**config.mk**
```make
export PLATFORM = sky130hd
export DESIGN_NAME = instr_encoder_flat
export DESIGN_NICKNAME = d
export VERILOG_FILES = /design/src/rtl/mips_isa_pkg.sv /design/src/rtl/instr_encoder_if.sv /design/src/rtl/instr_field_pack.sv /design/src/rtl/instr_encoder.sv /design/src/flat_wrapper.sv
export SDC_FILE = /design/constraint.sdc
export NUM_CORES = 1
export LEC_CHECK = 0
export CELL_PAD_IN_SITES_DETAIL_PLACEMENT = 1
export CELL_PAD_IN_SITES_GLOBAL_PLACEMENT = 2
export CORE_ASPECT_RATIO = 1.5
export CORE_MARGIN = 2
export CORE_UTILIZATION = 26
export DETAILED_ROUTE_END_ITERATION = 8
export PLACE_DENSITY_LB_ADDON = 0.15
export SYNTH_ARGS = -nofsm -noshare
export SYNTH_HDL_FRONTEND = slang
export SYNTH_SLANG_ARGS = --single-unit
```
**constraint.sdc**
```tcl
create_clock -name clk -period 2.85 [get_ports clk]
set_clock_uncertainty 0.05 [all_clocks]
set_input_delay 0.4275 -clock clk [delete_from_list [all_inputs] [get_ports clk]]
set_output_delay 0.4275 -clock clk [all_outputs]
set_load 0.03 [all_outputs]
```
**src/rtl/mips_isa_pkg.sv**
```systemverilog
// Shared MIPS ISA definitions: opcodes (also used by the control decoder),
// encoder operation-select codes and the encoder FSM state encoding.
package mips_isa_pkg;

  localparam logic [5:0] OPC_RTYPE = 6'b000000;
  localparam logic [5:0] OPC_J     = 6'b000010;
  localparam logic [5:0] OPC_BEQ   = 6'b000100;
  localparam logic [5:0] OPC_BNE   = 6'b000101;
  localparam logic [5:0] OPC_ADDI  = 6'b001000;
  localparam logic [5:0] OPC_ANDI  = 6'b001100;
  localparam logic [5:0] OPC_LW    = 6'b100011;
  localparam logic [5:0] OPC_SW    = 6'b101011;

  typedef enum logic [3:0] {
    OP_ARI  = 4'd0,
    OP_ADDI = 4'd1,
    OP_ANDI = 4'd2,
    OP_LW   = 4'd3,
    OP_SW   = 4'd4,
    OP_BEQ  = 4'd5,
    OP_BNE  = 4'd6,
    OP_J    = 4'd7
  } op_sel_e;

  typedef enum logic [1:0] {
    ST_IDLE  = 2'd0,
    ST_RUN   = 2'd1,
    ST_FLUSH = 2'd2,
    ST_DONE  = 2'd3
  } state_e;

  function automatic logic [31:0] pack_itype(input logic [5:0] op, input logic [4:0] rs,
                                             input logic [4:0] rt, input logic [15:0] imm);
    return {op, rs, rt, imm};
  endfunction

endpackage

```
**src/rtl/instr_encoder_if.sv**
```systemverilog
// Field-bundle input stream and encoded-word output stream of the instruction encoder.
interface instr_encoder_if #(
  parameter int ADDR_W = 32
);
  logic              in_valid;
  logic              in_ready;
  logic              in_last;
  logic [3:0]        op_sel;
  logic [4:0]        rs;
  logic [4:0]        rt;
  logic [4:0]        rd;
  logic [4:0]        shamt;
  logic [5:0]        funct;
  logic [15:0]       imm;
  logic [25:0]       target;
  logic              out_valid;
  logic              out_ready;
  logic [31:0]       out_instr;
  logic [ADDR_W-1:0] out_addr;

  modport master (
    output in_valid, in_last, op_sel, rs, rt, rd, shamt, funct, imm, target, out_ready,
    input  in_ready, out_valid, out_instr, out_addr
  );

  modport slave (
    input  in_valid, in_last, op_sel, rs, rt, rd, shamt, funct, imm, target, out_ready,
    output in_ready, out_valid, out_instr, out_addr
  );
endinterface

```
**src/rtl/instr_field_pack.sv**
```systemverilog
// Combinational packer: operation select plus register/immediate fields into a
// 32-bit MIPS word, flagging op_sel codes outside the supported set.
module instr_field_pack
  import mips_isa_pkg::*;
(
  input  logic [3:0]  op_sel,
  input  logic [4:0]  rs,
  input  logic [4:0]  rt,
  input  logic [4:0]  rd,
  input  logic [4:0]  shamt,
  input  logic [5:0]  funct,
  input  logic [15:0] imm,
  input  logic [25:0] target,
  output logic [31:0] instr,
  output logic        illegal
);

  always_comb begin
    instr   = '0;
    illegal = 1'b0;
    case (op_sel)
      OP_ARI:  instr = {OPC_RTYPE, rs, rt, rd, shamt, funct};
      OP_ADDI: instr = pack_itype(OPC_ADDI, rs, rt, imm);
      OP_ANDI: instr = pack_itype(OPC_ANDI, rs, rt, imm);
      OP_LW:   instr = pack_itype(OPC_LW, rs, rt, imm);
      OP_SW:   instr = pack_itype(OPC_SW, rs, rt, imm);
      OP_BEQ:  instr = pack_itype(OPC_BEQ, rs, rt, imm);
      OP_BNE:  instr = pack_itype(OPC_BNE, rs, rt, imm);
      OP_J:    instr = {OPC_J, target};
      default: illegal = 1'b1;
    endcase
  end

endmodule

```
**src/rtl/instr_encoder.sv**
```systemverilog
// Program-loader encoder: accepts field bundles, emits encoded words with byte
// addresses through a one-deep output register toward instruction memory.
module instr_encoder
  import mips_isa_pkg::*;
#(
  parameter int                ADDR_W    = 32,
  parameter logic [ADDR_W-1:0] BASE_ADDR = '0
) (
  input  logic              clk,
  input  logic              rst_n,
  input  logic              start,
  instr_encoder_if.slave    bus,
  output logic [ADDR_W-1:0] word_count,
  output logic              busy,
  output logic              done,
  output logic              err_illegal
);

  state_e            state_reg, state_next;
  logic              out_valid_reg, out_valid_next;
  logic [31:0]       out_instr_reg, out_instr_next;
  logic [ADDR_W-1:0] out_addr_reg, out_addr_next;
  logic [ADDR_W-1:0] count_reg, count_next;
  logic              err_reg, err_next;

  logic [31:0] packed_instr;
  logic        packed_illegal;
  logic        in_ready_c;
  logic        accept;
  logic        xfer;

  instr_field_pack u_pack (
    .op_sel  (bus.op_sel),
    .rs      (bus.rs),
    .rt      (bus.rt),
    .rd      (bus.rd),
    .shamt   (bus.shamt),
    .funct   (bus.funct),
    .imm     (bus.imm),
    .target  (bus.target),
    .instr   (packed_instr),
    .illegal (packed_illegal)
  );

  // Output register can take a new word whenever it is empty or draining this cycle.
  assign in_ready_c = (state_reg == ST_RUN) && (!out_valid_reg || bus.out_ready);
  assign accept     = bus.in_valid && in_ready_c;
  assign xfer       = out_valid_reg && bus.out_ready;

  always_ff @(posedge clk or negedge rst_n) begin
    if (!rst_n) begin
      state_reg <= ST_IDLE;
    end else begin
      state_reg <= state_next;
    end
  end

  always_comb begin
    state_next     = state_reg;
    out_valid_next = out_valid_reg;
    out_instr_next = out_instr_reg;
    out_addr_next  = out_addr_reg;
    count_next     = count_reg;
    err_next       = err_reg;

    // A transfer retires the current word; the following word lands at the next address.
    if (xfer) begin
      out_valid_next = 1'b0;
      out_addr_next  = out_addr_reg + ADDR_W'(4);
      count_next     = count_reg + ADDR_W'(1);
    end

    if (accept) begin
      if (packed_illegal) begin
        err_next = 1'b1;
      end else begin
        out_valid_next = 1'b1;
        out_instr_next = packed_instr;
      end
    end

    case (state_reg)
      ST_IDLE: begin
        if (start) begin
          state_next    = ST_RUN;
          out_addr_next = BASE_ADDR;
          count_next    = '0;
          err_next      = 1'b0;
        end
      end
      ST_RUN: begin
        if (accept && bus.in_last) begin
          state_next = out_valid_next ? ST_FLUSH : ST_DONE;
        end
      end
      ST_FLUSH: begin
        if (xfer) begin
          state_next = ST_DONE;
        end
      end
      ST_DONE: begin
        state_next = ST_IDLE;
      end
      default: state_next = ST_IDLE;
    endcase
  end

  always_ff @(posedge clk or negedge rst_n) begin
    if (!rst_n) begin
      out_valid_reg <= 1'b0;
      out_instr_reg <= '0;
      out_addr_reg  <= BASE_ADDR;
      count_reg     <= '0;
      err_reg       <= 1'b0;
    end else begin
      out_valid_reg <= out_valid_next;
      out_instr_reg <= out_instr_next;
      out_addr_reg  <= out_addr_next;
      count_reg     <= count_next;
      err_reg       <= err_next;
    end
  end

  assign bus.in_ready  = in_ready_c;
  assign bus.out_valid = out_valid_reg;
  assign bus.out_instr = out_instr_reg;
  assign bus.out_addr  = out_addr_reg;
  assign word_count    = count_reg;
  assign busy          = (state_reg != ST_IDLE);
  assign done          = (state_reg == ST_DONE);
  assign err_illegal   = err_reg;

endmodule

```
**src/flat_wrapper.sv**
```systemverilog
// flat-port wrapper written by rule: the top's interface ports become plain ports
module instr_encoder_flat import mips_isa_pkg::*;
#(
  parameter int                ADDR_W    = 32,
  parameter logic [ADDR_W-1:0] BASE_ADDR = '0
)
  (clk, rst_n, start, word_count, busy, done, err_illegal, bus_in_valid, bus_in_last, bus_op_sel, bus_rs, bus_rt, bus_rd, bus_shamt, bus_funct, bus_imm, bus_target, bus_out_ready, bus_in_ready, bus_out_valid, bus_out_instr, bus_out_addr);
  instr_encoder_if #(.ADDR_W(ADDR_W)) bus_i ();
  input  logic clk;
  input  logic rst_n;
  input  logic start;
  output logic [ADDR_W-1:0] word_count;
  output logic busy;
  output logic done;
  output logic err_illegal;
  input wire logic [$bits(bus_i.in_valid)-1:0] bus_in_valid;
  input wire logic [$bits(bus_i.in_last)-1:0] bus_in_last;
  input wire logic [$bits(bus_i.op_sel)-1:0] bus_op_sel;
  input wire logic [$bits(bus_i.rs)-1:0] bus_rs;
  input wire logic [$bits(bus_i.rt)-1:0] bus_rt;
  input wire logic [$bits(bus_i.rd)-1:0] bus_rd;
  input wire logic [$bits(bus_i.shamt)-1:0] bus_shamt;
  input wire logic [$bits(bus_i.funct)-1:0] bus_funct;
  input wire logic [$bits(bus_i.imm)-1:0] bus_imm;
  input wire logic [$bits(bus_i.target)-1:0] bus_target;
  input wire logic [$bits(bus_i.out_ready)-1:0] bus_out_ready;
  output wire logic [$bits(bus_i.in_ready)-1:0] bus_in_ready;
  output wire logic [$bits(bus_i.out_valid)-1:0] bus_out_valid;
  output wire logic [$bits(bus_i.out_instr)-1:0] bus_out_instr;
  output wire logic [$bits(bus_i.out_addr)-1:0] bus_out_addr;
  assign bus_i.in_valid = bus_in_valid;
  assign bus_i.in_last = bus_in_last;
  assign bus_i.op_sel = bus_op_sel;
  assign bus_i.rs = bus_rs;
  assign bus_i.rt = bus_rt;
  assign bus_i.rd = bus_rd;
  assign bus_i.shamt = bus_shamt;
  assign bus_i.funct = bus_funct;
  assign bus_i.imm = bus_imm;
  assign bus_i.target = bus_target;
  assign bus_i.out_ready = bus_out_ready;
  assign bus_in_ready = bus_i.in_ready;
  assign bus_out_valid = bus_i.out_valid;
  assign bus_out_instr = bus_i.out_instr;
  assign bus_out_addr = bus_i.out_addr;
  instr_encoder #(.ADDR_W(ADDR_W), .BASE_ADDR(BASE_ADDR)) u_core (.clk(clk), .rst_n(rst_n), .start(start), .bus(bus_i), .word_count(word_count), .busy(busy), .done(done), .err_illegal(err_illegal));
endmodule
```
==> out/summary.txt <==
Outcome = finished clean
Register area share after synthesis = 48.57%
Critical Path AT = 2.19 ns
Layout area overhead = 47.65%
CTS tree = built
Crit path required time = 2.37 ns
Min Tclk post-route = 2.672 ns
# H-tree levels = 3
Pre-CTS setup slack = 0.08192 ns
Post-route cell area = 7378 um^2
MaxCap Viol Count = 0
Netlist cell types = 49
Vias in the first global route = 5270
Crit Reg-Reg Startpoint = u_core.word_count[1]$_DFF_PN0_
Initial antenna violation count = 0
Cell Pwr Density = 659.1 nW/um^2
Worst setup EP type = output pin
Crit path top cell by count = clkdlybuf4s50_1
Overall Global Routing Usage = 16.90%
Total gr overflow = 0
Synthesized cell area = 4997 um^2
Leak = 0.002857 uW
Max Slew Vio Count = 0
Vias/cell = 5.030
Final Hold Fails = 0
Nets = 785
Worst hold-check path type = reg -> reg
Skew-Pair Late Insertion Delay = 0.35 ns
Largest net degree at the start of global routing = 61
CTS Buf Count = 9
Std cell rows = 62
Setup violations, final = 0
FMAX = 0.3742 GHz
DR WL/cell = 17.14 um
Seq pwr share = 37.0%
Worst R2R End = u_core.word_count[22]$_DFF_PN0_
Crit. Startpoint = bus_out_ready
Worst Setup EP = bus_in_ready
CP max stage cell = clkdlybuf4s50_1
Most used DFF post-synth = dfrtp_1
Clock Path Buffers = 2
Final wirelength = 16460 um
Yosys reg bits = 97
Share of Yosys cell area claimed by the top area cell type = 48.57%
Hold path depth = 2
Post-CTS Resized = 0
Share of cells above drive strength 1 = 7.386%
Switching share of power = 36.52%
Ys async rst share = 100.0%
Crit-path max FO = 7
IO Port Bufs = 175
Die Span X = 117.2 um
Die H = 173.8 um
# diodes = 0
Core Area = 19010 um^2
Cells after synthesis = 530
R2R Setup Slk = 0.50 ns
Final Hold Slack = 0.4325 ns
Initial DRC Count = 212
Ports = 179
Initial Util = 26.29%
Final worst slack = 0.1775 ns
Least-Margin Pin Slew = 0.8724 ns
Number of antenna-violating nets in the routed design = 0
Synthesized area per cell = 9.429 um^2
Switching Power = 1776 uW
Clock Sinks = 97
EDFF count, synth = 0
Post-DP HPWL = 12380 um
Period Utilization, post-route = 93.77%
Relative slew slack = 41.57%
DRT Pass-1 Iters = 4
Combinational share of power = 37.5%
Max reg flops = 32
Top cells by area, synth = dfrtp_1, o21ai_0, nand2_1
Root Buffer = clkbuf_16
Dpl cell area = 7072 um^2
Ys Warns = 0
Reg2reg path depth = 6
Critical Path Max Stage Delay = 0.71 ns
Worst setup SP type = input port
Final GP Congestion = 0.7191
Share of power burned in the clock network = 25.5%
Die area = 20370 um^2
Setup TNS = 0 ns
First-pass GRT wire length = 27170 um
RSZ-0062 raised after global routing = no
Clk slew on worst S/H paths = 0.06 ns
Setup CP Type = in -> out
Peak supply drop = 300.8 uV
Crit path cell chain = clkdlybuf4s50_1 -> nand2b_1 -> and2_1 -> clkdlybuf4s50_1
DR DRC count = 0
Cell internal pwr = 3087 uW
Vias post-DR = 4829
Area leader, netlist = dfrtp_1
[what timing repair did]
action / 4_1_cts / 5_1_grt
endpoints found under the hold margin: 28 / 0
hold buffers: 1 / 0
setup buffers: 0 / 0
[stage by stage]
stage	total power (uW)	util, %	std cells
floorplan	2783	-	532
global placement	3630	37.21	944
detailed placement	3674	37.21	944
CTS	4969	38.82	960
global route	5181	38.82	960
finish	4863	38.82	960
[cells by family (layout without fill, tap and decap cells)]
kind of cell	after synthesis	in the layout	share of synthesized area (%)
buf+inv	50	222	4.632
compound gates	153	153	19.48
flops	97	97	48.57
simple gates	200	200	21.48
mux	3	3	0.6760
other cells	1	3	0.07504
xor+xnor	19	19	3.330
fa+ha+maj	7	7	1.753
[cell type report]
type | instances | area (um^2)
Inverter | 13 | 48.80
Sequential cell | 97 | 2427
Clock inverter | 3 | 40.04
Multi-Input combinational cell | 385 | 2354
Timing Repair Buffer | 194 | 1932
Tap cell | 256 | 320.3
Clock buffer | 12 | 256.5
Fill cell | 2171 | 11630
[placed cells by master, fill, tap and decap left out, types with 2 or more instances in the layout]
master | Yosys | routed
clkdlybuf4s50_1 | 0 | 174
dfrtp_1 | 97 | 97
nand2_1 | 63 | 63
o21ai_0 | 50 | 50
a21oi_1 | 40 | 40
nor2_1 | 26 | 26
nand3_1 | 22 | 22
or4_1 | 21 | 21
o31ai_1 | 20 | 20
a222oi_1 | 16 | 16
buf_4 | 4 | 16
or3_1 | 15 | 15
nand4_1 | 14 | 14
inv_1 | 13 | 13
xnor2_1 | 12 | 12
a22oi_1 | 11 | 11
clkbuf_16 | 0 | 9
xor2_1 | 7 | 7
ha_1 | 7 | 7
nor4_1 | 7 | 6
and4_1 | 5 | 5
a31oi_1 | 4 | 4
or2_2 | 4 | 4
nor3_1 | 4 | 4
and2_1 | 5 | 4
nand2b_1 | 3 | 3
a31o_2 | 3 | 3
mux2_2 | 3 | 3
conb_1 | 1 | 3
buf_12 | 0 | 3
nand4_2 | 2 | 2
or4_4 | 2 | 2
a41o_1 | 2 | 2
clkbuf_8 | 0 | 2
clkinv_2 | 0 | 2
[layer usage]
layer  vias to the layer above  share of wire (%)  routed length, um  GRT usage [%]
met5                         -                  0                  0              0
met4                         0                1.9                310          6.127
met3                        15                7.5               1241          5.350
met2                       136                 52               8503          29.77
met1                      2364                 39               6400          18.63
li1                       2314                  -                  -              -
[worst min-delay path by stage]
stage,start,end,slack [ns]
after floorplan,rst_n,u_core.bus.out_addr[10]$_DFF_PN0_,0.08
after global placement,rst_n,u_core.word_count[25]$_DFF_PN0_,0.35
after detailed placement,rst_n,u_core.word_count[25]$_DFF_PN0_,0.35
after CTS,u_core.bus.out_instr[4]$_DFFE_PN0P_,u_core.bus.out_instr[4]$_DFFE_PN0P_,0.43
after global routing,u_core.bus.out_instr[18]$_DFFE_PN0P_,u_core.bus.out_instr[18]$_DFFE_PN0P_,0.46
final,u_core.bus.out_instr[4]$_DFFE_PN0P_,u_core.bus.out_instr[4]$_DFFE_PN0P_,0.43
[cell usage after synthesis (all sizes together), types with 2 or more instances]
master and instances:
or4 24, and2 5, xnor2 12, inv 13
dfrtp 97, a31oi 4, a222oi 16, nand2 63
xor2 7, buf 10, nor4 7, or3 16
ha 7, o21ai 50, a31o 3, a22oi 11
mux2 3, nor2 26, nand3 22, a21oi 40
a41o 2, nand2b 3, o31ai 20, and4 6
clkbuf 26, or2 4, nor3 4, nand4 16
[power by group through the flow]
stage	clock network, uW	registers (uW)	logic, uW
floorplan	0	2250	536
global placement	0	1810	1820
detailed placement	0	1830	1850
CTS	1300	1810	1860
global route	1350	1850	1980
finish	1240	1800	1820
[worst max-delay path, delay by kind of cell]
kind	cells	cell delay [ns]
AND/OR/NAND/NOR	2	0.42
buffers and inverters	2	1.34
(Power assumes the default switching activity.)
